===== config.mk =====
export PLATFORM = sky130hd
export DESIGN_NAME = uart_sample_assembler_flat
export DESIGN_NICKNAME = d
export VERILOG_FILES = /design/src/rtl/fir_uart_pkg.sv /design/src/rtl/uart_sample_assembler_if.sv /design/src/rtl/sample_fifo.sv /design/src/rtl/uart_sample_assembler.sv /design/src/flat_wrapper.sv
export SDC_FILE = /design/constraint.sdc
export NUM_CORES = 1
export LEC_CHECK = 0
export CAP_MARGIN = 15
export CELL_PAD_IN_SITES_DETAIL_PLACEMENT = 1
export CELL_PAD_IN_SITES_GLOBAL_PLACEMENT = 1
export CORE_AREA = 5 5 108 110
export CTS_CLUSTER_SIZE = 40
export DETAILED_ROUTE_END_ITERATION = 8
export DIE_AREA = 0 0 113 115
export GPL_TIMING_DRIVEN = 0
export PLACE_DENSITY = 0.77
export RECOVER_POWER = 25
export SETUP_SLACK_MARGIN = 0.3
export SKIP_LAST_GASP = 1
export SYNTH_ARGS = -nofsm -noshare
export SYNTH_HDL_FRONTEND = slang
export SYNTH_SLANG_ARGS = --single-unit

===== constraint.sdc =====
create_clock -name clk -period 1.88 [get_ports clk]
set_clock_uncertainty 0.05 [all_clocks]
set_input_delay 0.188 -clock clk [delete_from_list [all_inputs] [get_ports clk]]
set_output_delay 0.188 -clock clk [all_outputs]
set_load 0.01 [all_outputs]

===== src/rtl/fir_uart_pkg.sv =====
// Constants and types shared by the UART-to-FIR sample path.
package fir_uart_pkg;

  localparam int CLK_HZ   = 50_000_000;
  localparam int BAUD     = 115200;
  localparam int BYTE_W   = 8;
  localparam int SAMPLE_W = 16;

  typedef logic [SAMPLE_W-1:0] sample_t;

  typedef enum logic {
    IDLE,
    COLLECT
  } asm_state_t;

  // Index width that stays legal when only one value is needed.
  function automatic int bits_for(input int n);
    return (n > 1) ? $clog2(n) : 1;
  endfunction

endpackage


===== src/rtl/uart_sample_assembler_if.sv =====
// Sample stream from the assembler FIFO to the FIR core (valid/ready).
interface uart_sample_assembler_if
  import fir_uart_pkg::*;
#(
  parameter int DATA_W = SAMPLE_W
);

  logic [DATA_W-1:0] sample_out;
  logic              sample_valid;
  logic              sample_ready;

  modport master (
    output sample_out,
    output sample_valid,
    input  sample_ready
  );

  modport slave (
    input  sample_out,
    input  sample_valid,
    output sample_ready
  );

endinterface


===== src/rtl/sample_fifo.sv =====
// First-word-fall-through sample FIFO; the head is held in a register so it
// keeps its last value once the FIFO drains.
module sample_fifo
  import fir_uart_pkg::*;
#(
  parameter int WIDTH = SAMPLE_W,
  parameter int DEPTH = 4
) (
  input  logic                   clk,
  input  logic                   rst_n,
  input  logic                   push,
  input  logic [WIDTH-1:0]       din,
  input  logic                   pop,
  output logic [WIDTH-1:0]       dout,
  output logic                   full,
  output logic                   empty,
  output logic [$clog2(DEPTH):0] count
);

  localparam int PTR_W = $clog2(DEPTH);
  localparam int CNT_W = PTR_W + 1;
  localparam logic [CNT_W-1:0] DEPTH_C = CNT_W'(DEPTH);
  localparam logic [CNT_W-1:0] ONE_C   = CNT_W'(1);

  logic [WIDTH-1:0] mem [DEPTH];
  logic [PTR_W-1:0] rd_ptr_reg, wr_ptr_reg, rd_ptr_plus1;
  logic [CNT_W-1:0] count_reg, count_next;
  logic [WIDTH-1:0] dout_reg;
  logic             push_ok, pop_ok;

  assign empty        = (count_reg == '0);
  assign full         = (count_reg == DEPTH_C);
  assign pop_ok       = pop && !empty;
  // A full FIFO still accepts a push when the head leaves in the same cycle.
  assign push_ok      = push && (!full || pop_ok);
  assign rd_ptr_plus1 = rd_ptr_reg + 1'b1;

  always_comb begin
    count_next = count_reg;
    if (push_ok && !pop_ok) begin
      count_next = count_reg + 1'b1;
    end else if (!push_ok && pop_ok) begin
      count_next = count_reg - 1'b1;
    end
  end

  always_ff @(posedge clk) begin
    if (push_ok) begin
      mem[wr_ptr_reg] <= din;
    end
  end

  always_ff @(posedge clk or negedge rst_n) begin
    if (!rst_n) begin
      rd_ptr_reg <= '0;
      wr_ptr_reg <= '0;
      count_reg  <= '0;
      dout_reg   <= '0;
    end else begin
      if (push_ok) begin
        wr_ptr_reg <= wr_ptr_reg + 1'b1;
      end
      if (pop_ok) begin
        rd_ptr_reg <= rd_ptr_plus1;
      end
      count_reg <= count_next;
      // New word becomes head directly when nothing older will remain.
      if (push_ok && (empty || ((count_reg == ONE_C) && pop_ok))) begin
        dout_reg <= din;
      end else if (pop_ok && (count_reg > ONE_C)) begin
        dout_reg <= mem[rd_ptr_plus1];
      end
    end
  end

  assign dout  = dout_reg;
  assign count = count_reg;

endmodule


===== src/rtl/uart_sample_assembler.sv =====
// Packs UART bytes LSB-first into FIR samples and queues them in a FWFT FIFO.
// Optional inter-byte timeout resync is enabled with `SAMPLE_TIMEOUT_EN.
module uart_sample_assembler
  import fir_uart_pkg::*;
#(
  parameter int BYTES_PER_SAMPLE = 2,
  parameter int FIFO_DEPTH       = 4
`ifdef SAMPLE_TIMEOUT_EN
  ,
  parameter int TIMEOUT_CYCLES   = 13020
`endif
) (
  input  logic                        clk,
  input  logic                        rst_n,
  input  logic                        rx_ready,
  input  logic [BYTE_W-1:0]           rx_data,
  uart_sample_assembler_if.master     fir,
  output logic [$clog2(FIFO_DEPTH):0] fifo_count,
  output logic                        overflow
);

  localparam int WORD_W = BYTE_W * BYTES_PER_SAMPLE;
  localparam int IDX_W  = bits_for(BYTES_PER_SAMPLE);
  localparam logic [IDX_W-1:0] LAST_IDX = IDX_W'(BYTES_PER_SAMPLE - 1);

  asm_state_t        state_reg, state_next;
  logic [IDX_W-1:0]  idx_reg, idx_next;
  logic [WORD_W-1:0] partial_reg, partial_next, lane_wr;
  logic [WORD_W-1:0] fifo_dout;
  logic              push, pop, full, empty;
  logic              overflow_reg;

`ifdef SAMPLE_TIMEOUT_EN
  localparam int TMO_W = $clog2(TIMEOUT_CYCLES + 1);
  localparam logic [TMO_W-1:0] TMO_LIMIT = TMO_W'(TIMEOUT_CYCLES);
  logic [TMO_W-1:0] tmo_reg, tmo_next;
`endif

  // Partial word with the incoming byte dropped into lane idx; on the last
  // lane this is the complete sample handed to the FIFO.
  generate
    for (genvar gi = 0; gi < BYTES_PER_SAMPLE; gi++) begin : g_lane
      assign lane_wr[gi*BYTE_W +: BYTE_W] = (idx_reg == IDX_W'(gi)) ?
                                            rx_data : partial_reg[gi*BYTE_W +: BYTE_W];
    end
  endgenerate

  always_comb begin
    state_next   = state_reg;
    idx_next     = idx_reg;
    partial_next = partial_reg;
    push         = 1'b0;
`ifdef SAMPLE_TIMEOUT_EN
    tmo_next     = '0;
`endif
    unique case (state_reg)
      IDLE: begin
        if (rx_ready) begin
          partial_next = lane_wr;
          if (idx_reg == LAST_IDX) begin
            push = 1'b1;
          end else begin
            idx_next   = idx_reg + 1'b1;
            state_next = COLLECT;
          end
        end
      end
      COLLECT: begin
        if (rx_ready) begin
          partial_next = lane_wr;
          if (idx_reg == LAST_IDX) begin
            push       = 1'b1;
            idx_next   = '0;
            state_next = IDLE;
          end else begin
            idx_next = idx_reg + 1'b1;
          end
        end
`ifdef SAMPLE_TIMEOUT_EN
        else if (tmo_reg == TMO_LIMIT) begin
          partial_next = '0;
          idx_next     = '0;
          state_next   = IDLE;
        end else begin
          tmo_next = tmo_reg + 1'b1;
        end
`endif
      end
      default: begin
        state_next = IDLE;
        idx_next   = '0;
      end
    endcase
  end

  assign pop = !empty && fir.sample_ready;

  always_ff @(posedge clk or negedge rst_n) begin
    if (!rst_n) begin
      state_reg    <= IDLE;
      idx_reg      <= '0;
      partial_reg  <= '0;
      overflow_reg <= 1'b0;
`ifdef SAMPLE_TIMEOUT_EN
      tmo_reg      <= '0;
`endif
    end else begin
      state_reg    <= state_next;
      idx_reg      <= idx_next;
      partial_reg  <= partial_next;
      overflow_reg <= push && full && !pop;
`ifdef SAMPLE_TIMEOUT_EN
      tmo_reg      <= tmo_next;
`endif
    end
  end

  sample_fifo #(
    .WIDTH (WORD_W),
    .DEPTH (FIFO_DEPTH)
  ) u_fifo (
    .clk   (clk),
    .rst_n (rst_n),
    .push  (push),
    .din   (lane_wr),
    .pop   (pop),
    .dout  (fifo_dout),
    .full  (full),
    .empty (empty),
    .count (fifo_count)
  );

  assign fir.sample_out   = fifo_dout;
  assign fir.sample_valid = !empty;
  assign overflow         = overflow_reg;

endmodule


===== src/flat_wrapper.sv =====
// flat-port wrapper written by rule: the top's interface ports become plain ports
module uart_sample_assembler_flat import fir_uart_pkg::*;
#(
  parameter int BYTES_PER_SAMPLE = 2,
  parameter int FIFO_DEPTH       = 4

)
  (clk, rst_n, rx_ready, rx_data, fifo_count, overflow, fir_sample_out, fir_sample_valid, fir_sample_ready);
  uart_sample_assembler_if fir_i ();
  input  logic clk;
  input  logic rst_n;
  input  logic rx_ready;
  input  logic [BYTE_W-1:0] rx_data;
  output logic [$clog2(FIFO_DEPTH):0] fifo_count;
  output logic overflow;
  output wire logic [$bits(fir_i.sample_out)-1:0] fir_sample_out;
  output wire logic [$bits(fir_i.sample_valid)-1:0] fir_sample_valid;
  input wire logic [$bits(fir_i.sample_ready)-1:0] fir_sample_ready;
  assign fir_sample_out = fir_i.sample_out;
  assign fir_sample_valid = fir_i.sample_valid;
  assign fir_i.sample_ready = fir_sample_ready;
  uart_sample_assembler #(.BYTES_PER_SAMPLE(BYTES_PER_SAMPLE), .FIFO_DEPTH(FIFO_DEPTH)) u_core (.clk(clk), .rst_n(rst_n), .rx_ready(rx_ready), .rx_data(rx_data), .fir(fir_i), .fifo_count(fifo_count), .overflow(overflow));
endmodule

==> results of run 1 <==
cell type report:
class / instances / area, µm² / share of cell area
Buffer: 21 / 184 / 0.0305
Clock inverter: 4 / 76.3 / 0.0127
Inverter: 5 / 21.3 / 0.00353
Tap cell: 140 / 175 / 0.0291
Timing Repair Buffer: 71 / 783 / 0.130
Sequential cell: 106 / 2980 / 0.493
Multi-Input combinational cell: 153 / 1670 / 0.277
Clock buffer: 12 / 145 / 0.0241
stage by stage:
| stage | total power, mW | cell area, µm² | TNS, ps |
|---|---|---|---|
| floorplan | 5.77 | 4580 | 0 |
| global placement | 6.93 | 5070 | -60080 |
| detailed placement | 7.07 | 5090 | -34040 |
| CTS | 9.29 | 5720 | 0 |
| global route | 10.4 | 6030 | -24.6 |
| finish | 9.96 | 6030 | 0 |
logic make-up (layout without fill, tap and decap cells):
kind of cell             Yosys count  count (layout)  share of synthesized area
AO/OA/AOI/OAI                     37              37                     0.0567
XOR/XNOR                           6               6                     0.0116
adder cells (fa/ha/maj)            9               9                     0.0249
buffers and inverters             26             113                     0.0282
flip-flops                       106             106                      0.657
multiplexers                      50              50                      0.164
AND/OR/NAND/NOR                   51              51                     0.0580
metal layers:
metal  part of all wire  vias up  wire (µm)
met5                  0        -          0
met1               0.44     1491       5290
met4              0.017        0        207
met2               0.50      112       6000
li1                   -     1267          -
met3              0.051       12        624
path summary, 6_finish.rpt:
| path | startpoint | to | slack, ps | cells after the start |
|---|---|---|---|---|
| min in group clk | rx_ready | flip-flop | 290 | 2 |
| min reg2reg | u_core.partial_reg[1] | u_core.partial_reg[1] | 460 | 1 |
| max | u_core.u_fifo.count[1] | u_core.u_fifo.dout[5] | 30 | 8 |
| max reg2reg | u_core.u_fifo.count[1] | u_core.u_fifo.dout[5] | 30 | 8 |
| min | rst_n | u_core.u_fifo.dout[9] | 260 | 2 |
| max in group asynchronous | rst_n | u_core.u_fifo.count[1] | 900 | 3 |
placed cells by master, fill, tap and decap left out, drive strengths merged, types with 5 or more instances in the layout:
cell type      netlist  layout
a31oi               16      16
buf                 15      49
clkbuf               6      24
clkdlybuf4s50        0      24
dfrtp               42      42
edfxtp              64      64
ha                   9       9
inv                  5       5
mux2                33      33
mux4                16      16
nand2                5       5
nand3               18      18
nor3                17      17
o211ai              16      16
Yosys cell counts (5+ instances only):
cell type  count
buf_2         12
nand2_1        5
ha_1           9
dfrtp_1       42
mux4_2        16
a31oi_1       16
o211ai_1      16
mux2_2        29
clkbuf_1       6
inv_1          5
edfxtp_1      64
nand3_1       18
nor3_1        17
what timing repair did:
item                                   4_1_cts  5_1_grt
resized for setup                           47       25
hold buffers                                 1        0
pin swaps                                   10        4
buffers inserted                            25        9
setup endpoints to repair                   88       95
cloned                                       1        2
endpoints found under the hold margin       42        0
worst max-delay path, cell delays in order (launching register included):
cell and delay, ps:
dfrtp_2 440, inv_4 90, ha_4 180, buf_6 120, a21oi_4 40, or3_4 390, buf_8 160, clkbuf_16 160
a31oi_1 120
power groups by stage:
stage	combinational (mW)	sequential (mW)	clock [mW]
6_report	4.76	3.63	1.56
4_1_cts	4.10	3.62	1.57
2_1_floorplan	2.07	3.70	0
3_3_place_gp	3.28	3.65	0
3_5_place_dp	3.37	3.70	0
5_1_grt	5.06	3.68	1.70
==> impl_metrics.py, run 1 <==
metrics = {
    "worst_setup_path": {
        "cp.arrival_ps": 2090,
        "startpoint_type": "flip-flop",
        "cp-end-kind": "flip-flop",
        "required_ps": 2120,
        "worstPathMaxFanout": 6,
        "crit_type": "flip-flop to flip-flop",
    },
    "placement": {
        "dp_slack_ps": -505,
        "port_buffers": 32,
        "gp_congestion": 0.831,
        "hpwl_mm": 6.96,
        "place_inst": 458,
    },
    "finish": {
        "nets": 388,
        "fin_util": 0.569,
        "instances_no_fill": 512,
        "area_growth_pct": 33.2,
        "fill_cells": 994,
        "layout-drive-gt1-share": 0.390,
        "largest_reg_flops": 64,
        "antennaDiodeCount": 0,
    },
    "global_route": {
        "met1_usage": 0.247,
        "antenna_found_initial": 0,
        "met3_usage": 0.0258,
        "grt_pass1_wl_mm": 17.6,
        "grt-busiest-layer": "met2",
        "gr-total-overflow": 0,
        "grt_max_degree": 35,
        "grt_use_met2": 0.307,
        "track_usage": 0.183,
        "grt_pass1_vias": 2988,
    },
    "sta": {
        "max_slew_margin": 0.582,
        "setup_viol": 0,
        "fin_hold_ws_ps": 261,
        "hold_viol": 0,
        "setup_ws_ps": 27.4,
        "slew_viol_final": 0,
        "rsz0062_at_grt": "yes",
        "min_period_ps": 1850,
        "fin_crit_sh": 0.985,
        "worstMarginPinSlew_ps": 626,
        "max_freq_ghz": 0.540,
    },
    "power": {
        "switchingPower_mw": 3.38,
        "pwr-share-seq": 0.365,
        "powerDensity_nw_per_um2": 1650,
        "leakagePower_nw": 2.20,
        "internal-power_mw": 6.58,
        "ir_drop_uv": 703,
        "switching_share": 0.339,
        "clockPowerShare": 0.157,
        "combPwrFrac": 0.478,
    },
    "cts": {
        "clk_latency_ps": 370,
        "clk_path_buf_depth": 2,
        "numCtsBuffers": 9,
        "clock-sinks": 106,
        "cts_tree": "yes",
        "root_buffer": "clkbuf_8",
        "clk_pin_slew_worst_paths_ps": 100,
        "htreeDepth": 3,
    },
    "logic_synthesis": {
        "synth_top_area_frac": 0.425,
        "synth_top_cell_by_area": "edfxtp_1",
        "synth.distinct_cells": 29,
        "ys_seq_area_frac": 0.657,
        "yosysWarnings": 0,
        "ys_seq_elements": 106,
        "syn_area_per_cell_um2": 15.9,
        "synth_ff_type": "edfxtp_1",
        "netlist_top_cells_area": "edfxtp_1 42%, dfrtp_1 23%, mux4_2 8.0%",
        "async_flop_share": 0.396,
        "syn-instance-count": 285,
        "synth_edf_count": 64,
        "synth.cell_area_um2": 4530,
        "synth_nets": 306,
    },
    "floorplan": {
        "die_h_um": 115,
        "floorplan.core_area_um2": 10600,
        "die-area_um2": 13000,
        "die_w_um": 113,
        "rows": 38,
        "initial_core_util": 0.427,
        "ios": 33,
    },
    "flow_run": {
        "maxCapViolations": 0,
    },
    "routing": {
        "post_drt_wl_per_cell_um": 23.7,
        "first_pass_iters": 5,
        "wirelength_mm": 12.1,
        "antenna_left": 0,
        "drc": 0,
        "vias": 2882,
        "drtIter0Drc": 250,
        "routed_via_density": 5.63,
    },
    "status": {
        "status": "finished clean",
    },
    "worst_hold_path": {
        "hold_class": "input pin to async pin",
    },
}
Note: power is estimated with default switching activity, not from simulation.
==> inputs of run 2 (changes only) <==
CAP_MARGIN = 20   (was 15)
HOLD_SLACK_MARGIN = 0.15   (was default)
==> results of run 2 <==
Same layout as run 1: the final DEF is identical, and so are final timing and power.
==> inputs of run 3 (changes only) <==
CAP_MARGIN = default   (was 20)
CTS_CLUSTER_DIAMETER = 100   (was default)
clock period = 1.5 ns   (was 1.88 ns; I/O delays follow)
==> run 3 against run 2 <==
Effect of this change:
- the flow now finishes with violations (negative setup slack)
- sequential power increased by 27%
- total power rose by 31%
- combinational power rose by 36%
- critical path type unchanged
- highest routed layer unchanged
- fmax rose by 0.39%
==> impl_metrics.py, run 3 (synthesis gave the netlist of run 1 again) <==
metrics = {
    "global_route": {
        "grt_max_degree": 26,
        "antenna_found_initial": 0,
        "grt_pass1_vias": 3277,
        "track_usage": 0.205,
        "gr-total-overflow": 0,
        "grt_pass1_wl_mm": 19.7,
    },
    "worst_setup_path": {
        "required_ps": 1600,
        "path_buf_inv": 4,
        "cp-end-kind": "flip-flop",
        "rr_startpoint": "u_core.u_fifo.count[0]",
        "cp.arrival_ps": 1950,
        "crit_type": "flip-flop to flip-flop",
        "critPathTopFamily": "buffers and inverters",
        "worst_path_max_delay_cell": "dfrtp_2",
        "rr_worst_depth": 8,
        "startpoint_type": "flip-flop",
        "worstPathMaxFanout": 7,
        "path_cells": "inv_2, ha_4, nand2_4, o21ba_4, buf_6, buf_4, and2_4, buf_12",
        "reg2reg_to": "u_core.u_fifo.mem[2][7]",
        "ff2ff_setup_slack_ps": -350,
        "cpPeakStageDelay_ps": 450,
    },
    "sta": {
        "max_freq_ghz": 0.542,
        "max_slew_margin": 0.322,
        "worstMarginPinSlew_ps": 1020,
        "setup_ws_ps": -345,
        "slew_viol_final": 0,
        "min_period_ps": 1850,
        "hold_viol": 0,
        "tns_ps": -22250,
        "fin_crit_sh": 1.23,
        "setup_viol": 107,
        "rsz0062_at_grt": "yes",
        "fin_hold_ws_ps": 291,
    },
    "cts": {
        "clk_pin_slew_worst_paths_ps": 110,
        "root_buffer": "clkbuf_8",
        "clk_path_buf_depth": 2,
        "numCtsBuffers": 9,
        "cts_tree": "yes",
        "htreeDepth": 3,
        "clk_latency_ps": 380,
        "clock-sinks": 106,
    },
    "routing": {
        "drc": 0,
        "drtIter0Drc": 243,
        "first_pass_iters": 4,
        "post_drt_wl_per_cell_um": 26.2,
        "antenna_left": 0,
        "routed_via_density": 5.66,
        "vias": 3052,
        "wirelength_mm": 14.1,
    },
    "floorplan": {
        "ios": 33,
        "die_w_um": 113,
        "floorplan.core_area_um2": 10600,
        "die_h_um": 115,
        "rows": 38,
        "die-area_um2": 13000,
        "initial_core_util": 0.427,
    },
    "finish": {
        "largest_reg_flops": 64,
        "layout-drive-gt1-share": 0.514,
        "fin_util": 0.598,
        "most-common-layout-cells": "64 x edfxtp_1, 39 x dfrtp_1, 33 x buf_6",
        "area_growth_pct": 40.2,
        "antennaDiodeCount": 0,
        "fill_cells": 981,
        "final_common_cell": "edfxtp_1",
        "nets": 415,
    },
    "power": {
        "leakagePower_nw": 2.54,
        "combPwrFrac": 0.497,
        "p_total_mw": 13.0,
        "internal-power_mw": 8.35,
        "switching_share": 0.358,
        "switchingPower_mw": 4.66,
        "pwr-share-seq": 0.355,
        "clockPowerShare": 0.148,
        "ir_drop_uv": 1060,
        "powerDensity_nw_per_um2": 2050,
    },
    "placement": {
        "dp_slack_ps": -914,
        "hpwl_mm": 7.28,
        "gp_congestion": 0.748,
        "port_buffers": 32,
    },
    "worst_hold_path": {
        "hold_start": "rx_ready",
        "hold_class": "input pin to flip-flop",
        "hold_depth": 2,
    },
    "status": {
        "violations": "negative setup slack",
        "status": "finished with violations",
    },
    "flow_run": {
        "maxCapViolations": 0,
    },
}
-- run 3: cell types whose count changed in the layout (fill, tap and decap cells not counted), moves of 3 or more --
| cell | previous run | this run |
|---|---|---|
| buf_4 | 20 | 30 |
| mux2_2 | 28 | 5 |
| nor3_2 | 1 | 4 |
| buf_6 | 13 | 33 |
| buf_2 | 3 | 17 |
| mux2_4 | 1 | 28 |
| mux2_1 | 4 | 0 |
| clkdlybuf4s50_1 | 24 | 9 |
| nor3_1 | 16 | 12 |
| buf_8 | 1 | 7 |
| a31oi_4 | 9 | 5 |
| clkbuf_1 | 5 | 1 |
-- run 3: power groups by stage --
stage               clock [mW]  combinational [mW]  sequential [mW]
finish                    1.92                6.47             4.62
global route              2.08                6.84             4.69
floorplan                    0                2.66             4.64
detailed placement           0                4.34             4.66
CTS                       1.91                5.54             4.55
global placement             0                4.15             4.59
-- run 3: through the flow --
stage / area [µm²] / std cells
6_report: 6340 / 539
5_1_grt: 6340 / 539
4_1_cts: 5970 / 514
3_5_place_dp: 5120 / 458
3_3_place_gp: 5110 / 457
2_1_floorplan: 4610 / 285
-- run 3: what timing repair did --
item / in CTS / in global routing
cloned: 3 / 2
endpoints found under the hold margin: 42 / 0
hold buffers: 1 / 0
endpoints found under the setup margin: 189 / 178
resized for setup: 151 / 55
buffers inserted: 36 / 23
pin swaps: 10 / 9
-- run 3: worst reg2reg max path, cell delays in order, from the launching register on --
cell,delay [ps]
dfrtp_2,450
inv_2,110
ha_4,180
nand2_4,60
o21ba_4,190
buf_6,130
buf_4,130
and2_4,170
buf_12,150
-- run 3: per-layer routing --
layer	wire (µm)	track usage	vias up
met1	5820	0.265	1595
met3	652	0.0279	21
met2	7280	0.350	108
li1	-	-	1328
met5	0	0	-
met4	348	0.0865	0
-- run 3: cell type report --
| type | instances | area (µm²) | share of cell area |
|---|---|---|---|
| timing repair buffer | 97 | 968 | 0.153 |
| sequential | 106 | 2980 | 0.469 |
| clock buffer | 9 | 124 | 0.0195 |
| buffer | 21 | 231 | 0.0365 |
| multi-input combinational | 154 | 1760 | 0.278 |
| clock inverter | 7 | 83.8 | 0.0132 |
| tap | 140 | 175 | 0.0276 |
| inverter | 5 | 21.3 | 0.00335 |
-- run 3: worst max path at each step --
stage | end | startpoint | cells past startpoint
4_1_cts | u_core.u_fifo.count[2] | u_core.u_fifo.count[1] | 9
3_3_place_gp | u_core.u_fifo.count[0] | rst_n | 1
6_report | u_core.u_fifo.mem[2][7] | u_core.u_fifo.count[0] | 8
5_1_grt | u_core.u_fifo.mem[2][7] | u_core.u_fifo.count[0] | 8
3_5_place_dp | u_core.u_fifo.mem[2][10] | rx_ready | 6
2_1_floorplan | u_core.u_fifo.count[2] | u_core.u_fifo.count[1] | 9
